[src/rtl/spi_pkg.sv]
// Shared constants for the SPI transfer engine: FSM encoding and the cfg/stat word map.
package spi_pkg;

  localparam logic [2:0] S_IDLE     = 3'd0;
  localparam logic [2:0] S_SETUP    = 3'd1;
  localparam logic [2:0] S_SHIFT_HI = 3'd2;
  localparam logic [2:0] S_SHIFT_LO = 3'd3;
  localparam logic [2:0] S_HOLD     = 3'd4;

  localparam int TX_BASE   = 1;
  localparam int STAT_WORD = 6;
  localparam int DIV_WORD  = 7;
  localparam int MAX_WORDS = 6;

  function automatic logic [15:0] cfg_word(input logic [127:0] bus, input int idx);
    return bus[16*idx +: 16];
  endfunction

endpackage

[src/rtl/spi_div.sv]
// Loadable down-counter that times one SPI phase; tick_o is high on the last cycle of the phase.
module spi_div #(
  parameter int W = 8
) (
  input  logic         clk,
  input  logic         rst,
  input  logic         load_i,
  input  logic [W-1:0] load_val_i,
  output logic         tick_o
);

  logic [W-1:0] cnt_q;

  always_ff @(posedge clk) begin
    if (rst) begin
      cnt_q <= '0;
    end else if (load_i) begin
      cnt_q <= load_val_i;
    end else if (cnt_q != '0) begin
      cnt_q <= cnt_q - 1'b1;
    end
  end

  assign tick_o = (cnt_q == '0);

endmodule

[src/rtl/spi_xfer.sv]
// Mode-0 SPI master moving up to six 16-bit words per GO toggle, configured through the reg-file banks.
//   state      | meaning
//   S_IDLE     | cs_n high, waiting for GO != ACK
//   S_SETUP    | cs_n low, first MSB on mosi before the first rising sclk
//   S_SHIFT_HI | sclk high; miso captured on entry
//   S_SHIFT_LO | sclk low; mosi advanced on entry
//   S_HOLD     | cs_n still low after the last bit, then release
module spi_xfer
  import spi_pkg::*;
#(
  parameter int DIV_W = 8
) (
  input  logic         clk,
  input  logic         rst,
  input  logic [127:0] cfg,
  output logic [127:0] stat,
  output logic         sclk,
  output logic         mosi,
  input  logic         miso,
  output logic         cs_n
);

  logic [2:0]       state_q, state_d;
  logic             ack_q, ack_d;
  logic [7:0]       done_q, done_d;
  logic [2:0]       len_q, len_d;
  logic [DIV_W-1:0] div_q, div_d;
  logic [15:0]      tx_q [MAX_WORDS];
  logic [15:0]      tx_d [MAX_WORDS];
  logic [15:0]      rx_q [MAX_WORDS];
  logic [15:0]      rx_d [MAX_WORDS];
  logic [15:0]      sr_q, sr_d;
  logic [6:0]       bit_q, bit_d;
  logic             sclk_q, sclk_d;
  logic             mosi_q, mosi_d;
  logic             cs_n_q, cs_n_d;

  logic             go, start, tick, phase_end, do_sample, do_shift, last_bit;
  logic [2:0]       len_cfg;
  logic [6:0]       nbits;
  logic [15:0]      sr_next;
  logic [DIV_W-1:0] div_cfg, div_load_val;
  logic             unused_cfg;

  assign go           = cfg[0];
  assign len_cfg      = (cfg[3:1] > 3'(MAX_WORDS-1)) ? 3'(MAX_WORDS-1) : cfg[3:1];
  assign div_cfg      = cfg[16*DIV_WORD +: DIV_W];
  assign unused_cfg   = ^{cfg[15:4], cfg[127:112]};
  assign nbits        = {len_q + 3'd1, 4'b0000};
  assign last_bit     = (bit_q == nbits);
  assign phase_end    = tick && (state_q != S_IDLE);
  assign sr_next      = {sr_q[14:0], miso};
  assign div_load_val = start ? div_cfg : div_q;

  spi_div #(.W(DIV_W)) u_div (
    .clk        (clk),
    .rst        (rst),
    .load_i     (start | phase_end),
    .load_val_i (div_load_val),
    .tick_o     (tick)
  );

  always_comb begin
    state_d   = state_q;
    ack_d     = ack_q;
    done_d    = done_q;
    len_d     = len_q;
    div_d     = div_q;
    tx_d      = tx_q;
    rx_d      = rx_q;
    sr_d      = sr_q;
    bit_d     = bit_q;
    sclk_d    = sclk_q;
    mosi_d    = mosi_q;
    cs_n_d    = cs_n_q;
    start     = 1'b0;
    do_sample = 1'b0;
    do_shift  = 1'b0;

    case (state_q)
      S_IDLE: begin
        if (go != ack_q) begin
          start   = 1'b1;
          state_d = S_SETUP;
          ack_d   = go;
          len_d   = len_cfg;
          div_d   = div_cfg;
          for (int k = 0; k < MAX_WORDS; k++) tx_d[k] = cfg_word(cfg, TX_BASE + k);
          bit_d   = '0;
          cs_n_d  = 1'b0;
          mosi_d  = cfg[16*TX_BASE + 15];
        end
      end
      S_SETUP: begin
        if (phase_end) begin
          state_d   = S_SHIFT_HI;
          sclk_d    = 1'b1;
          do_sample = 1'b1;
        end
      end
      S_SHIFT_HI: begin
        if (phase_end) begin
          state_d  = S_SHIFT_LO;
          sclk_d   = 1'b0;
          do_shift = 1'b1;
        end
      end
      S_SHIFT_LO: begin
        if (phase_end) begin
          if (last_bit) begin
            state_d = S_HOLD;
          end else begin
            state_d   = S_SHIFT_HI;
            sclk_d    = 1'b1;
            do_sample = 1'b1;
          end
        end
      end
      S_HOLD: begin
        if (phase_end) begin
          state_d = S_IDLE;
          cs_n_d  = 1'b1;
          mosi_d  = 1'b0;
          done_d  = done_q + 8'd1;
        end
      end
      default: begin
        state_d = S_IDLE;
        sclk_d  = 1'b0;
        cs_n_d  = 1'b1;
        mosi_d  = 1'b0;
      end
    endcase

    // bit_q counts captured bits, so it also indexes the next bit to drive
    if (do_sample) begin
      sr_d  = sr_next;
      bit_d = bit_q + 7'd1;
      if (bit_q[3:0] == 4'hF) begin
        for (int k = 0; k < MAX_WORDS; k++) begin
          if (bit_q[6:4] == 3'(k)) rx_d[k] = sr_next;
        end
      end
    end

    if (do_shift) begin
      mosi_d = 1'b0;
      for (int k = 0; k < MAX_WORDS; k++) begin
        if ((bit_q[6:4] == 3'(k)) && !last_bit) mosi_d = tx_q[k][~bit_q[3:0]];
      end
    end
  end

  always_ff @(posedge clk) begin
    if (rst) begin
      state_q <= S_IDLE;
      ack_q   <= 1'b0;
      done_q  <= '0;
      len_q   <= '0;
      div_q   <= '0;
      sr_q    <= '0;
      bit_q   <= '0;
      sclk_q  <= 1'b0;
      mosi_q  <= 1'b0;
      cs_n_q  <= 1'b1;
      for (int k = 0; k < MAX_WORDS; k++) begin
        tx_q[k] <= '0;
        rx_q[k] <= '0;
      end
    end else begin
      state_q <= state_d;
      ack_q   <= ack_d;
      done_q  <= done_d;
      len_q   <= len_d;
      div_q   <= div_d;
      sr_q    <= sr_d;
      bit_q   <= bit_d;
      sclk_q  <= sclk_d;
      mosi_q  <= mosi_d;
      cs_n_q  <= cs_n_d;
      tx_q    <= tx_d;
      rx_q    <= rx_d;
    end
  end

  always_comb begin
    stat = '0;
    for (int k = 0; k < MAX_WORDS; k++) stat[16*k +: 16] = rx_q[k];
    stat[16*STAT_WORD +: 16] = {done_q, 6'b000000, ack_q, state_q != S_IDLE};
  end

  assign sclk = sclk_q;
  assign mosi = mosi_q;
  assign cs_n = cs_n_q;

endmodule
[config.mk]
export PLATFORM = sky130hd
export DESIGN_NAME = spi_xfer
export DESIGN_NICKNAME = d
export VERILOG_FILES = /design/src/rtl/spi_pkg.sv /design/src/rtl/spi_div.sv /design/src/rtl/spi_xfer.sv
export SDC_FILE = /design/constraint.sdc
export NUM_CORES = 1
export LEC_CHECK = 0
export ABC_AREA = 1
export BUFFER_PORTS_ARGS = -buffer_cell sky130_fd_sc_hd__buf_2
export CORE_ASPECT_RATIO = 0.7
export CORE_UTILIZATION = 50
export DETAILED_ROUTE_END_ITERATION = 6
export GPL_TIMING_DRIVEN = 1
export HOLD_SLACK_MARGIN = 0.06
export PLACE_DENSITY = 0.8
export SLEW_MARGIN = 40
export SYNTH_ARGS = -nofsm -noshare
export SYNTH_HDL_FRONTEND = slang
export SYNTH_HIERARCHICAL = 1
export SYNTH_SLANG_ARGS = --single-unit
[constraint.sdc]
create_clock -name clk -period 3.3 [get_ports clk]
set_input_delay 0.66 -clock clk [delete_from_list [all_inputs] [get_ports clk]]
set_output_delay 0.66 -clock clk [all_outputs]
set_load 0.02 [all_outputs]
# Yosys cells after proc, flatten, opt, wreduce, memory -nomap -nowiden
# Index checks and enable logic that the tools add are counted.
word_totals:
  output_inout_bits: 131
  regBits: 248
classes:
  mux: 49
  order_cmp: 2
  reduce_logical: 31
  n_bitwise: 4
  addsub: 4
  eq_ne: 21
op_table:
  columns: ["cell", "count"]
  rows:
  - ["$mux W1", 25]
  - ["$bmux W1 S4", 6]
  - ["$mux W8", 3]
  - ["$reduce_and A3 Y1", 8]
  - ["$mux W3", 7]
  - ["$mux W7", 3]
  - ["$pmux W3 S5", 1]
  - ["$eq A3 B2 Y1 const B", 4]
  - ["$ne A2 B2 Y1 const B", 6]
  - ["$reduce_and A5 Y1", 2]
  - ["$eq A3 B3 Y1 const B", 3]
  - ["$add A8 B1 Y8 const B", 1]
  - ["$logic_not A8 Y1", 1]
  - ["$reduce_bool A8 Y1", 1]
  - ["$sub A8 B1 Y8 const B", 1]
  - ["$add A7 B1 Y7 const B", 1]
  - ["$eq A7 B7 Y1", 1]
  - ["$logic_and A1 B1 Y1", 7]
  - ["$eq A3 B1 Y1 const B", 2]
  - ["$logic_not A3 Y1", 2]
  - ["$ne A3 B3 Y1 const B", 2]
  - ["$pmux W1 S3", 2]
  - ["$reduce_and A2 Y1", 3]
  - ["$reduce_bool A2 Y1", 3]
  - ["other kinds (15)", 16]

# Logic depth before layout (Yosys ltp)
# Gate-level depths: netlist of run 1.
depth:
  word_depth: 11
  ltp_mapped: 15

# By module
# Netlist of run 1, hierarchy kept.
modules_own_cells:
  columns: ["mod", "instances", "area_per_inst_um2", "cells_per_inst"]
  rows:
  - ["spi_xfer", 1, 10053.4, 1360]
  - ["spi_div", 1, 473.0, 70]

# Least setup slack after synthesis of run 1
# Ideal clock, no wire load.
synth_timing:
  kind: "reg2reg"
  start: "register bit_q[1]"
  end: "register rx_q, in the netlist stat[33]"
  n_path_buf: 5
  t_arrival_ns: 2.237
  path_slack_ns: 0.947
  path_stages_with_launch: 16
  setup_ns: 0.117
  path_cell_list: "dfxtp_1 > clkbuf_1 > clkinv_1 > clkbuf_1 > ha_1 > nand4_1 > nor2_2 > nand2_1 > nand2_2 > nor2_8 > nand2_8 > buf_6 > buf_6 > buf_6 > nor3_2 > nor2_1"
synth_between:
  elab_chain_cells: 5
synth_rtl:
  columns: ["element", "line_no", "text"]
  rows:
  - ["start: declaration", "spi_xfer.sv:33", "logic [6:0] bit_q, bit_d;"]
  - ["start signal: assignment", "spi_xfer.sv:177", "bit_q <= bit_d;"]
  - ["$eq A7 B7 Y1", "spi_xfer.sv:50", "assign last_bit = (bit_q == nbits);"]
  - ["$mux W1", "spi_xfer.sv:110", "if (last_bit) begin"]
  - ["$mux W1", "spi_xfer.sv:109", "if (phase_end) begin"]
  - ["$pmux W1 S2", "spi_xfer.sv:80", "case (state_q)"]
  - ["$reduce_and A3 Y1 (no line) (*)", null, null]
  - ["end signal: assignment", "spi_xfer.sv:182", "rx_q <= rx_d;"]
  - ["end: declaration", "spi_xfer.sv:30", "logic [15:0] rx_q [MAX_WORDS];"]
# Mark *: on every way between the ends. The rest lies on a longest branch, timed or not.
# A chain may end at the register's enable or synchronous reset.

# Worst setup path after layout of run 1
layout_timing:
  start: "register bit_q[2]"
  end: "register rx_q, in the netlist stat[34]"
# Same word-level chain as after synthesis.

==> results_dict.tcl, run 1 <==
set metrics [dict create \
    outcome "completed" \
    p_seq_share_pct 42.9 \
    grt_pass1_vias 8973 \
    async_flop_share_pct 0 \
    fillCellCount 1863 \
    rsz0062_at_grt "no" \
    synth_compound_area_share_pct 17.3 \
    post_cts_buffers 0 \
    core-area_mm2 0.0202 \
    seq_area_frac_synth_pct 47.2 \
    postSynthAreaPerCell_um2 7.36 \
    slew_headroom_pct 56.1 \
    worstHoldPathType "in2reg" \
    maxCapViolations 0 \
    fin_crit_ns 2.99 \
    area_delta_synth_final_pct 17.9 \
    critical_path_class "reg2reg" \
    finalMaxSlewViolations 0 \
    fin_crit_sh_pct 90.5 \
    drive_gt1_share_pct 19.9 \
    synthAdderAreaFrac_pct 0.594 \
    swShare_pct 33.9 \
    required_ns 3.75 \
    final_common_cell "nor2_1" \
    floorplan.initialDensity_pct 52.0 \
    num-nets-final 1719 \
    synth_xor_area_share_pct 0.666 \
    fp.dieArea_mm2 0.0216 \
    grt_pass1_wl_um 45900 \
    cp.arrival_ns 3.43 \
    dpl.hpwl_um 18900 \
    start_kind "flip-flop" \
    final_cell_mix "nor2_1, o21ai_0, dfxtp_1" \
    cts-root-buf "clkbuf_16" \
    cts_buffers 24 \
    setup_tns_ns 0 \
    r2r-end "stat[34]$_SDFFE_PP0P_" \
    ir_worst_vdd_v 0.000467 \
    power_density_mw_per_mm2 759 \
    final_antenna_net_count 0 \
    cts_tree "built" \
    synth_warnings 6 \
    cp_max_fo 74 \
    fp-row-count 43 \
    hold_depth 3 \
    netSwitchingPower_w 0.00319 \
    final_core_util_pct 61.4 \
    wl_um 28800 \
    die_h_um 123 \
    p_int_w 0.00623 \
    finClkSkew_ns 0.00793 \
    synth-edff-count 0 \
    end_kind "flip-flop" \
    numPortBuffers 219 \
    drt-initial-drc-count 1027 \
    r2r_cells 6 \
    path_clk_slew_ns 0.06 \
    fmax_mhz 335 \
    power.leakage_nw 5.61 \
    post-route-drc-count 0 \
    hold_viol_final 0 \
    worstHoldStart "cfg[82]" \
    fin_cells 1869 \
    wire_per_inst_um 15.4 \
    insertedDiodeCount 0 \
    track_usage_pct 26.2 \
    io_pins 262 \
    postSynthRegisterBits 248 \
    synthCells 1430 \
    dp.cells 1827 \
    ys_types 37 \
    cts_htree_levels 1 \
    synth_top_family_by_area "simple AND/OR/NAND/NOR gates" \
    clock_path_buffers 3 \
    dieWidth_um 175 \
    insertion_delay_ns 0.51 \
    num_vias 10000 \
    synth_area_mm2 0.0105 \
    pwr-share-clk_pct 30.7 \
    multi_input_area_mm2 0.00465 \
    muxShareOfSynthArea_pct 0 \
    cts_sinks 248 \
    min_to "tx_q[18]$_SDFFE_PP0P_" \
    area.sequential_mm2 0.00497 \
    viasPerCell 5.37 \
    combPwrFrac_pct 26.5 \
    routabilityCongestion 0.853 \
    antenna_found_initial 0 \
    grt_max_degree 133 \
    cts_resized 0 \
    r2r_setup_slack_ns 0.31 \
    synthFlopType "dfxtp_1" \
    hold_buffers 0 \
    r2r-start "bit_q[2]$_SDFFE_PP0P_" \
    synth_simple_gate_area_share_pct 24.7 \
    grt-ovfl-total 0 \
    dr.pass1.iters 6 \
    finalSetupViolations 0 \
    worst_slew_pin_slew_ns 0.659 \
]
area by class of cell:
type                       count  area share, %
clock inverter                 5          0.806
timing repair buffer         237           10.1
multi-input combinational    974           37.4
inverter                      98           3.02
sequential                   248           40.0
clock buffer                  37           5.89
tap                          270           2.72
critical path, stage by stage (launching register included):
cell     delay (ns)
dfxtp_1        0.73
inv_1          0.49
nor3_2         0.45
nand2_8        0.33
nor2_2         0.59
o21ai_0        0.17
nor2_1         0.12
cells by family after synthesis:
family / Yosys count
flops: 248
other cells: 1
simple gates: 583
buf+inv: 229
fa+ha+maj: 5
xor+xnor: 8
compound gates: 356
per-stage QoR:
| step | hold slack (ns) | power [W] | area (um2) | setup slack [ns] |
|---|---|---|---|---|
| finish | 0.370 | 0.00942 | 12400 | 0.314 |
| global route | 0.358 | 0.0100 | 12400 | 0.0523 |
| CTS | 0.355 | 0.00943 | 12400 | 0.327 |
| detailed placement | 0.441 | 0.00654 | 11600 | 0.333 |
| global placement | 0.435 | 0.00644 | 11600 | 0.434 |
| floorplan | 0.425 | 0.00590 | 10600 | 0.947 |
sequential cells by signal (all words and copies together), names as in the netlist, 3 cells and up:
register / count
bit_q: 7
div_q: 8
done_q: 8
len_q: 3
sr_q: 15
stat: 96
state_q: 3
tx_q: 96
u_div/cnt_q: 8
power by group through the flow:
stage,registers (W),logic [W],clock network (W)
finish,0.00404,0.00249,0.00289
global route,0.00410,0.00285,0.00305
CTS,0.00402,0.00248,0.00293
detailed placement,0.00408,0.00245,0
global placement,0.00406,0.00238,0
floorplan,0.00391,0.00199,0
worst max-delay path by stage:
| stage | from | to | slack, ns |
|---|---|---|---|
| after CTS | bit_q[2]$_SDFFE_PP0P_ | stat[34]$_SDFFE_PP0P_ | 0.33 |
| after floorplan | bit_q[1]$_SDFFE_PP0P_ | stat[33]$_SDFFE_PP0P_ | 0.95 |
| after detailed placement | bit_q[2]$_SDFFE_PP0P_ | stat[34]$_SDFFE_PP0P_ | 0.33 |
| after global placement | bit_q[2]$_SDFFE_PP0P_ | stat[39]$_SDFFE_PP0P_ | 0.43 |
| final | bit_q[2]$_SDFFE_PP0P_ | stat[34]$_SDFFE_PP0P_ | 0.31 |
| after global routing | bit_q[2]$_SDFFE_PP0P_ | stat[33]$_SDFFE_PP0P_ | 0.05 |
metal layers:
layer	routed length, um	global-route usage (%)	vias to the layer above
li1	-	-	4968
met3	2670	5.26	47
met5	0	0	-
met1	13800	39.7	4613
met4	435	4.57	0
met2	11900	38.3	401
cells in the mapped netlist (6+ instances only):
cell type	count	area share (%)
nor2_1	281	10
dfxtp_1	248	47
o21ai_0	248	12
nor3_1	104	4.9
nand2_1	92	3.3
inv_1	89	3.2
clkbuf_1	79	2.8
a21oi_1	78	3.7
nand3_1	58	2.8
buf_4	24	1.7
buf_2	15	0.71
or2_2	12	0.71
nor3_2	11	1.0
o21ai_1	11	0.52
nor2_2	9	0.53
buf_1	8	0.29
o211ai_1	8	0.57
clkinv_1	7	0.25
nand4_1	6	0.36
Note: power is estimated with default switching activity, not from simulation.
==> run 2, diff against run 1 <==
--- a/config.mk
+++ b/config.mk
@@ -13,6 +13,7 @@
 export GPL_TIMING_DRIVEN = 1
 export HOLD_SLACK_MARGIN = 0.06
 export PLACE_DENSITY = 0.8
+export SKIP_LAST_GASP = 1
 export SLEW_MARGIN = 40
 export SYNTH_ARGS = -nofsm -noshare
 export SYNTH_HDL_FRONTEND = slang
==> constraint.sdc (replaced) <==
create_clock -name clk -period 3 [get_ports clk]
set_input_delay 0.6 -clock clk [delete_from_list [all_inputs] [get_ports clk]]
set_output_delay 0.6 -clock clk [all_outputs]
set_load 0.02 [all_outputs]
==> run 2 against run 1 <==
Against the previous run: hold slack worse by 0.059 ns; largest cell class unchanged; wire length up 2.5%; fmax up 16%; clock power increased by 3%; via count rose by 1.4%; setup slack better by 0.10 ns; clock skew up 0.00056 ns; cell area is 0.15% higher; sequential share of layout area is 0.061 points lower; sequential power is 10% higher.
==> results_dict.tcl, run 2 (synthesis gave the netlist of run 1 again) <==
set metrics [dict create \
    cts_buffers 24 \
    grt_pass1_vias 8873 \
    end_kind "flip-flop" \
    final_cell_mix "nor2_1, o21ai_0, dfxtp_1" \
    core-area_mm2 0.0202 \
    hold_viol_final 0 \
    worst_slew_pin_slew_ns 0.697 \
    setup_tns_ns 0 \
    cts-root-buf "clkbuf_16" \
    area_delta_synth_final_pct 18.1 \
    required_ns 3.45 \
    num_vias 10200 \
    post-route-drc-count 0 \
    critPathMaxStageDelay_ns 0.57 \
    finalSetupViolations 0 \
    worstPathCellList "inv_1, ha_1, nand2_2, nor2_8, inv_1, nor2_8, nand2_8, nor2_2, o21ai_0, nor2_1" \
    floorplan.initialDensity_pct 52.0 \
    final_antenna_net_count 0 \
    critPathTopFamily "simple AND/OR/NAND/NOR gates" \
    dieWidth_um 175 \
    post_cts_buffers 0 \
    wl_um 29500 \
    cp.arrival_ns 3.03 \
    maxCapViolations 0 \
    path_clk_slew_ns 0.07 \
    wire_per_inst_um 15.7 \
    routabilityCongestion 0.842 \
    rsz0062_at_grt "no" \
    outcome "completed" \
    cts_htree_levels 1 \
    drt-initial-drc-count 1032 \
    finClkSkew_ns 0.00849 \
    power_w 0.0102 \
    numPortBuffers 219 \
    grt_max_degree 131 \
    viasPerCell 5.42 \
    cts_resized 0 \
    fillCellCount 1833 \
    start_kind "flip-flop" \
    crit_slowest_cell "nor2_2" \
    dr.pass1.iters 5 \
    final_core_util_pct 61.4 \
    dpl.hpwl_um 19500 \
    ir_worst_vdd_v 0.000523 \
    power.leakage_nw 5.62 \
    power_density_mw_per_mm2 820 \
    drive_gt1_share_pct 20.5 \
    cts_tree "built" \
    fp.dieArea_mm2 0.0216 \
    cp_max_fo 51 \
    grt-ovfl-total 0 \
    grt_pass1_wl_um 45900 \
    hold_buffers 0 \
    finalMaxSlewViolations 0 \
    io_pins 262 \
    num-nets-final 1726 \
    worstHoldPathType "in2reg" \
    critical_path_class "reg2reg" \
    fp-row-count 43 \
    slew_headroom_pct 53.5 \
    cts_sinks 248 \
    die_h_um 123 \
    fin_crit_ns 2.58 \
    clock_path_buffers 3 \
    track_usage_pct 26.3 \
    fmax_mhz 387 \
    insertion_delay_ns 0.51 \
    antenna_found_initial 0 \
    final_common_cell "nor2_1" \
    critPathBufInv 2 \
    fin_crit_sh_pct 86.1 \
]
==> run 2: cell types whose count changed in the layout (fill, tap and decap cells not counted), sizes merged <==
cell / delta
bufinv: -2
inv: +1
buf: +7
clkinvlp: +3
clkinv: +5
diode: +1
clkbuf: -6
==> run 2: final timing paths <==
kind / slack, ns / startpoint / endpoint / depth (start not counted)
max: 0.42 / u_div/cnt_q[0]$_SDFFE_PP0P_ / stat[83]$_SDFFE_PP0P_ / 10
min: 0.31 / cfg[55] / tx_q[55]$_SDFFE_PP0P_ / 3
max reg2reg: 0.42 / u_div/cnt_q[0]$_SDFFE_PP0P_ / stat[83]$_SDFFE_PP0P_ / 10
min reg2reg: 0.45 / tx_q[74]$_SDFFE_PP0P_ / tx_q[74]$_SDFFE_PP0P_ / 2
==> run 2: metal layers <==
| metal | GRT usage (%) | wire length [um] | vias up |
|---|---|---|---|
| li1 | - | - | 4984 |
| met1 | 40.4 | 13800 | 4703 |
| met2 | 37.9 | 12400 | 441 |
| met3 | 4.24 | 2720 | 45 |
| met4 | 6.25 | 510 | 0 |
| met5 | 0 | 0 | - |
==> run 2: area by class of cell <==
class                      count  area, um2  area share [%]
sequential                   248       4970            39.9
multi-input combinational    974       4650            37.4
timing repair buffer         244       1320            10.6
clock buffer                  31        688            5.54
inverter                      98        373            3.00
tap                          270        338            2.72
clock inverter                12       96.3           0.775
antenna                        1       2.50          0.0201
==> run 2: report_power, final <==
group / internal, W / switching (W) / total [W] / leakage [nW]
Combinational: 0.000919 / 0.00183 / 0.00275 / 3.21
Sequential: 0.00400 / 0.000445 / 0.00445 / 2.02
Clock: 0.00171 / 0.00128 / 0.00299 / 0.386
==> run 2: through the flow <==
step	cell area, um2	hold slack [ns]	worst slack [ns]	std cells
finish	12400	0.311	0.418	1878
global route	12400	0.308	0.187	1877
global placement	11600	0.434	0.469	1834
detailed placement	11600	0.444	0.491	1834
floorplan	10600	0.425	0.647	1451
CTS	12400	0.298	0.460	1877
==> run 2: worst min-delay path, stage by stage <==
cell	delay, ns
buf_2	0.07
nor2_1	0.03
nor2_1	0.08
